[src/rtl/mcp3202_spi.sv]
`timescale 1ns/1ps
// mcp3202_spi: SPI master for the MCP3202 12-bit ADC with a one-cycle tvalid output.
// Ports: clk/rst (sync, active-high); miso/mosi/sck/cs to the ADC pins;
//        ready = downstream tready; data = {4'h0, sample}; dv = one-clk tvalid pulse.
// One frame per FCLK/FSMPL clocks. SCK runs at 500 kHz with a 1 us half period.
// data/dv update one half period before cs rises. There is no buffering.
module mcp3202_spi #(
  parameter int FCLK  = 100_000_000,
  parameter int FSMPL = 500,
  parameter bit SGL   = 1'b1,
  parameter bit ODD   = 1'b0
) (
  input  logic        clk,
  input  logic        rst,
  input  logic        miso,
  input  logic        ready,
  output logic        mosi,
  output logic        sck,
  output logic        cs,
  output logic [15:0] data,
  output logic        dv
);

  localparam int HALF   = FCLK / 1_000_000;
  localparam int PERIOD = FCLK / FSMPL;
  localparam int CW     = $clog2(PERIOD);
  localparam int TW     = $clog2(HALF);

  localparam logic [CW-1:0] CNT_LAST  = CW'(PERIOD - 1);
  localparam logic [CW-1:0] CNT_START = CW'(HALF);
  localparam logic [TW-1:0] TMR_LAST  = TW'(HALF - 1);

  localparam logic [1:0] IDLE     = 2'd0;
  localparam logic [1:0] CS_SETUP = 2'd1;
  localparam logic [1:0] CLOCKING = 2'd2;
  localparam logic [1:0] DONE     = 2'd3;

  logic [CW-1:0] cnt;
  logic [1:0]    state;
  logic [TW-1:0] tmr;
  logic [4:0]    pulse;
  logic [11:0]   shift;
  logic          tmr_end;
  logic          next_mosi;

  assign tmr_end = (tmr == TMR_LAST);

  // Command bit for the pulse after the one that is ending. It is driven at that
  // pulse's SCK fall. START goes out with the CS fall, so it is not listed here.
  always_comb begin
    next_mosi = 1'b0;
    case (pulse)
      5'd1:    next_mosi = SGL;
      5'd2:    next_mosi = ODD;
      5'd3:    next_mosi = 1'b1;  // MSBF
      default: next_mosi = 1'b0;
    endcase
  end

  always_ff @(posedge clk) begin
    if (rst) begin
      cnt   <= '0;
      state <= IDLE;
      tmr   <= '0;
      pulse <= '0;
      shift <= '0;
      cs    <= 1'b1;
      sck   <= 1'b0;
      mosi  <= 1'b0;
      data  <= '0;
      dv    <= 1'b0;
    end else begin
      dv  <= 1'b0;
      cnt <= (cnt == CNT_LAST) ? '0 : cnt + 1'b1;
      tmr <= tmr_end ? '0 : tmr + 1'b1;

      case (state)
        IDLE: begin
          tmr <= '0;
          // The frame start at count HALF keeps CS high for at least 1 us after reset.
          if (cnt == CNT_START) begin
            state <= CS_SETUP;
            cs    <= 1'b0;
            mosi  <= 1'b1;  // START
          end
        end

        CS_SETUP: begin
          if (tmr_end) begin
            state <= CLOCKING;
            sck   <= 1'b1;
            pulse <= 5'd1;
          end
        end

        CLOCKING: begin
          if (tmr_end) begin
            if (sck) begin
              // End of a high half.
              sck  <= 1'b0;
              mosi <= next_mosi;
              if (pulse == 5'd17) begin
                state <= DONE;
                data  <= {4'h0, shift};
                dv    <= ready;  // the sample is dropped unflagged if downstream is not ready
              end
            end else begin
              // End of a low half: rise into pulse+1. MISO is sampled on this
              // rising clk. Pulse 5 carries the null bit, and pulses 6..17
              // carry B11..B0.
              sck   <= 1'b1;
              pulse <= pulse + 1'b1;
              if (pulse >= 5'd5) begin
                shift <= {shift[10:0], miso};
              end
            end
          end
        end

        DONE: begin
          if (tmr_end) begin
            state <= IDLE;
            cs    <= 1'b1;
          end
        end

        default: state <= IDLE;
      endcase
    end
  end

endmodule

[config.mk]
export PLATFORM = sky130hd
export DESIGN_NAME = mcp3202_spi
export DESIGN_NICKNAME = d
export VERILOG_FILES = /design/src/rtl/mcp3202_spi.sv
export SDC_FILE = /design/constraint.sdc
export NUM_CORES = 1
export LEC_CHECK = 0
export CORE_MARGIN = 5
export CORE_UTILIZATION = 35
export DETAILED_ROUTE_END_ITERATION = 6
export PLACE_DENSITY = 0.57
export SLEW_MARGIN = 40
export SYNTH_ARGS = -nofsm -noshare
export SYNTH_HDL_FRONTEND = slang
export SYNTH_SLANG_ARGS = --single-unit
[constraint.sdc]
create_clock -name clk -period 3.5 [get_ports clk]
set_input_delay 0.35 -clock clk [delete_from_list [all_inputs] [get_ports clk]]
set_output_delay 0.35 -clock clk [all_outputs]
set_load 0.005 [all_outputs]
==> impl_results.md, run 1 <==
- Clock root buffer: clkbuf_8
- CP arrival: 2.46 ns
- R2R Path End: state[0]$_SDFFE_PP0P_
- I/O pin count: 24
- Area Growth Syn to Fin: 16.4%
- Die width: 97.1 microns
- Crit path capture type: flip-flop
- Iter 0 DRT Violations: 62
- Routed WL: 4870 microns
- Ys async rst share: 0
- Nets: 319
- CTS Sinks: 60
- Hold wc startpoint: tmr[0]$_SDFF_PP0_
- Grt ovf: 0
- Max Root-Sink Buffers: 2
- Setup Skew: 0.00643 ns
- First-pass GRT wire length: 8710 microns
- CTS HTree Levels: 3
- Tightest Hold Check Type: flip-flop to flip-flop
- Antenna violations before repair: 0
- CTS tree: built
- Final ANT Viol Nets: 0
- DR WL/cell: 11.9 microns
- Slowest CP cell: or4_1
- PortBufs: 19
- GRT Total Usage: 0.113
- CTS Hold Bufs: 0
- Max Clk Rate: 454 MHz
- Sequential share of the synthesized area: 0.452
- DRC viols: 0
- Fin. max-slew vios: 0
- Crit path buf inv count: 1
- Synth cell types: 45
- #FFs+latches synth: 60
- Worst Hold End: tmr[0]$_SDFF_PP0_
- Cells after Synth: 286
- CP top delay family: simple AND/OR/NAND/NOR gates
- Setup ws final: 1.30 ns
- Post-synth EDFFs: 0
- Placed cells: 393
- Drt pass-1 iters: 5
- Die ar.: 9430 sq um
- Fin Setup TNS: 0 ns
- Slew HR: 0.556
- Unrepaired setup endpoints after global routing: no
- Core ar.: 7330 sq um
- Biggest cell delay along the critical path: 0.54 ns
- Row cnt: 31
- Final period utilization: 0.630
- Final min period: 2.20 ns
- Hold Fails Final Rpt: 0
- R2R Setup Slk: 1.30 ns
- Clk_lat worst skew: 0.34 ns
- Non-filler cells, final: 409
- Worst Path Max Fanout: 6
- WP data required: 3.75 ns
- Dpl hpwl: 3350 microns
- R2R Path Start: cnt[0]$_SDFF_PP0_
- Max_cap viols: 0
- Initial Util: 0.362
- Pin count of the biggest net entering global routing: 39
- R2R depth: 7
- Cts bufs inserted: 9
- Count of final setup violators: 0
- Total number of vias: 1918
- Pleak: 1.21 nW
- Power per cell area: 448 nW/um^2
- Setup CP Type: flip-flop to flip-flop
- N_diodes: 0
- Status: completed
- Vias in the first global route: 1907
- Setup WS pre-CTS: 1.32 ns
- Die Y: 97.1 microns
- Layout cells sized above 1: 0.0903
- Vias/cell: 4.69
- Least-Margin Pin Slew: 0.660 ns
- Worst-path clk slew: 0.07 ns
- Worst Hold Depth: 1
- Post-Syn Area per Cell: 9.28 sq um
- Post-CTS sizing: 0
- Startpoint Class: flip-flop
- Crit path cell chain: inv_1, ha_1, or4b_1, nor4b_2, a31oi_1, or4_1, o31ai_1
- Syn Std Cell Area: 2660 sq um
- Final RePlAce weighted congestion: 0.735
- Worst VDD drop: 172 uV
- Synth Flop Type: dfxtp_1
- Postcts setup bufs: 0
- Worst Setup SP: cnt[0]$_SDFF_PP0_
- Syn. warnings: 0
worst max-delay path by stage:
stage / end / cells past startpoint / slack (ns)
floorplan: state[0]$_SDFFE_PP0P_ / 7 / 1.47
global placement: state[0]$_SDFFE_PP0P_ / 7 / 1.39
detailed placement: state[1]$_SDFFE_PP0P_ / 7 / 1.32
CTS: state[1]$_SDFFE_PP0P_ / 7 / 1.29
global route: state[0]$_SDFFE_PP0P_ / 7 / 1.09
finish: state[0]$_SDFFE_PP0P_ / 7 / 1.30
registers in the layout, summed over array words and instances, names as in the netlist:
| name | cells |
|---|---|
| dv | 1 |
| mosi | 1 |
| cnt | 18 |
| shift | 12 |
| pulse | 5 |
| cs | 1 |
| tmr | 7 |
| sck | 1 |
| data | 12 |
| state | 2 |
stage by stage:
step	utilization	power (W)	cell area, sq um	hold slack (ns)
after floorplan	-	0.000817	2670	0.413
after global placement	0.397	0.000845	2910	0.425
after detailed placement	0.397	0.000848	2910	0.442
final	0.422	0.00138	3090	0.444
after global routing	0.422	0.00146	3090	0.493
after CTS	0.421	0.00141	3090	0.452
cell usage after synthesis (2+ instances only):
cell type,instances,share of area
dfxtp_1,60,0.45
nor2_1,58,0.082
mux2i_1,24,0.090
nand2_1,13,0.018
xor2_1,13,0.043
xnor2_1,11,0.036
ha_1,10,0.047
inv_1,10,0.014
nand3_1,10,0.019
clkbuf_1,7,0.0099
nor3_1,6,0.011
and3_1,5,0.012
buf_4,5,0.014
nand4_1,5,0.012
a21oi_1,4,0.0075
nor2b_1,4,0.0094
o21ai_0,4,0.0075
and2_1,3,0.0071
buf_2,3,0.0057
o31ai_1,3,0.0085
o22a_1,2,0.0066
or4_1,2,0.0057
or4b_1,2,0.0075
cell usage in the layout (no fill, tap or decap), types with 3 or more instances in the layout:
cell type	instances
nand3_1	10
nor3_1	5
o31ai_1	3
inv_1	10
nor2b_1	4
clkdlybuf4s50_1	19
nand2_1	13
a21oi_1	4
ha_1	10
clkbuf_8	10
clkinvlp_4	4
mux2i_1	24
conb_1	4
xor2_1	13
and3_1	5
nand4_1	5
nor2_1	58
and2_1	3
xnor2_1	11
o21ai_0	4
dfxtp_1	60
report_power, final:
group | internal, W | switching, W
Sequential | 0.000698 | 0.0000125
Clock | 0.000273 | 0.000280
Combinational | 0.0000529 | 0.0000679
Total | 0.00102 | 0.000360
logic make-up (layout without fill, tap and decap cells):
| logic type | Yosys count | after routing | synth area share |
|---|---|---|---|
| AOI/OAI and AO/OA | 22 | 22 | 0.0584 |
| xor gates and xnor gates | 24 | 24 | 0.0792 |
| adders and majority gates | 10 | 10 | 0.0471 |
| buffers and inverters | 26 | 47 | 0.0490 |
| DFF | 60 | 60 | 0.452 |
| muxes | 25 | 25 | 0.0947 |
| other | 1 | 4 | 0.00141 |
| and+or+nand+nor | 118 | 118 | 0.218 |
per-layer routing:
layer  vias up  track usage  wire length (microns)
met5         -            0                      0
met4         0       0.0432                     71
met3         7       0.0459                    203
met2        24        0.186                   2260
met1       885        0.131                   2330
li1       1002            -                      -
area by class of cell:
cell class	count	area, sq um
clock inverter	6	40.0
timing repair buffer	21	205
multi-input combinational	203	1350
sequential	60	1200
fill	734	4240
clock buffer	10	138
tap	99	124
inverter	10	37.5
No activity file was read; power rests on OpenSTA's default activity.
==> run 2, diff against run 1 <==
clock period = 2.1 ns   (was 3.5 ns; I/O delays follow)
==> impl_results.md, run 2 (synthesis results as in run 1) <==
- Vias/cell: 4.71
- Register area: 1200 sq um
- Cts bufs inserted: 9
- Count of final setup violators: 0
- Vias in the first global route: 1908
- Area Growth Syn to Fin: 22.5%
- Tightest Hold Check Type: input port to flip-flop
- Combinational Power Share: 0.091
- Worst-path clk slew: 0.07 ns
- Drt pass-1 iters: 4
- Internal: 0.00207 W
- CTS HTree Levels: 3
- Unrepaired setup endpoints after global routing: yes
- Routed WL: 4910 microns
- CP arrival: 2.29 ns
- First-pass GRT wire length: 8540 microns
- R2R Setup Slk: 0.07 ns
- Largest register FFs: 18
- Setup ws final: 0.0691 ns
- Die Y: 97.1 microns
- Register with the most flip-flops: cnt
- Power, Total: 0.00267 W
- Setup WS pre-CTS: 0.0600 ns
- Status: completed
- Setup CP Type: flip-flop to flip-flop
- Fin. max-slew vios: 0
- Sw Ratio: 0.226
- Pleak: 1.29 nW
- Worst Path Max Fanout: 3
- Total number of vias: 1962
- Final period utilization: 0.967
- Final Cell Area: 3250 sq um
- DRC viols: 0
- Iter 0 DRT Violations: 61
- Dpl hpwl: 3460 microns
- Die width: 97.1 microns
- CTS Sinks: 60
- Clk_lat worst skew: 0.34 ns
- Power per cell area: 820 nW/um^2
- N_diodes: 0
- Clock root buffer: clkbuf_8
- Row cnt: 31
- DR WL/cell: 11.8 microns
- Grt ovf: 0
- DP Area: 2970 sq um
- GRT Total Usage: 0.112
- I/O pin count: 24
- WP data required: 2.36 ns
- Max Clk Rate: 492 MHz
- Net Sw Power: 0.000602 W
- Crit path capture type: flip-flop
- CTS Hold Bufs: 0
- Final min period: 2.03 ns
- Clock power share: 0.465
- PortBufs: 19
- Largest regs: cnt (18), data (12), shift (12)
- Initial Util: 0.362
- Die ar.: 9430 sq um
- Max_cap viols: 0
- Most frequent cells in the layout: nor2_1, dfxtp_1, mux2i_1
- Setup Skew: 0.00463 ns
- Worst VDD drop: 430 uV
- Nets: 327
- Fillcell total: 698
- Layout cells sized above 1: 0.132
- Startpoint Class: flip-flop
- Hold slack: 0.437 ns
- Area occupied by multi-input gates: 1370 sq um
- Pin count of the biggest net entering global routing: 27
- Max Root-Sink Buffers: 2
- Antenna violations before repair: 0
- Final RePlAce weighted congestion: 0.747
- CTS tree: built
- Final ANT Viol Nets: 0
- Core ar.: 7330 sq um
- Hold Fails Final Rpt: 0
- Reg power frac: 0.444
run 2: through the flow:
| step | setup TNS, ns | cells | util |
|---|---|---|---|
| after detailed placement | 0 | 400 | 0.406 |
| final | 0 | 417 | 0.444 |
| after floorplan | 0 | 289 | - |
| after global placement | 0 | 400 | 0.406 |
| after CTS | 0 | 416 | 0.438 |
| after global routing | -0.0387 | 417 | 0.444 |
run 2: final timing paths:
path | cells after the start | endpoint | from
setup / recovery | 7 | state[1]$_SDFFE_PP0P_ | cnt[1]$_SDFF_PP0_
hold / removal | 2 | dv$_SDFF_PP0_ | ready
setup reg to reg | 7 | state[1]$_SDFFE_PP0P_ | cnt[1]$_SDFF_PP0_
hold reg to reg | 1 | tmr[0]$_SDFF_PP0_ | tmr[0]$_SDFF_PP0_
run 2: power groups by stage:
stage	clock network, W	registers, W	logic (W)
4_1_cts	0.00128	0.00118	0.000223
5_1_grt	0.00133	0.00119	0.000278
2_1_floorplan	0	0.00121	0.000156
3_5_place_dp	0	0.00121	0.000223
6_report	0.00124	0.00118	0.000243
3_3_place_gp	0	0.00121	0.000220
run 2: cell type report:
class	count	area share
tap	99	0.0381
clock inverter	7	0.0354
clock buffer	9	0.0381
timing repair buffer	29	0.0854
multi-input combinational	203	0.422
inverter	10	0.0115
sequential	60	0.370
run 2: critical path: stages, from the launching register on:
cell	delay [ns]
dfxtp_2	0.32
inv_2	0.06
ha_4	0.11
or4b_4	0.46
nor4b_4	0.30
a31oi_2	0.14
or4b_1	0.49
o31ai_1	0.07
run 2: per-layer routing:
layer  vias up  global-route usage  part of all wire
met1       912               0.128              0.47
li1       1010                   -                 -
met4         0              0.0454             0.018
met5         -                   0                 0
met3         7              0.0503             0.041
met2        33               0.182              0.47
run 2: what timing repair did:
item	CTS	global route
setup endpoints to repair	0	3
setup buffers	0	1
gates resized for setup	0	9
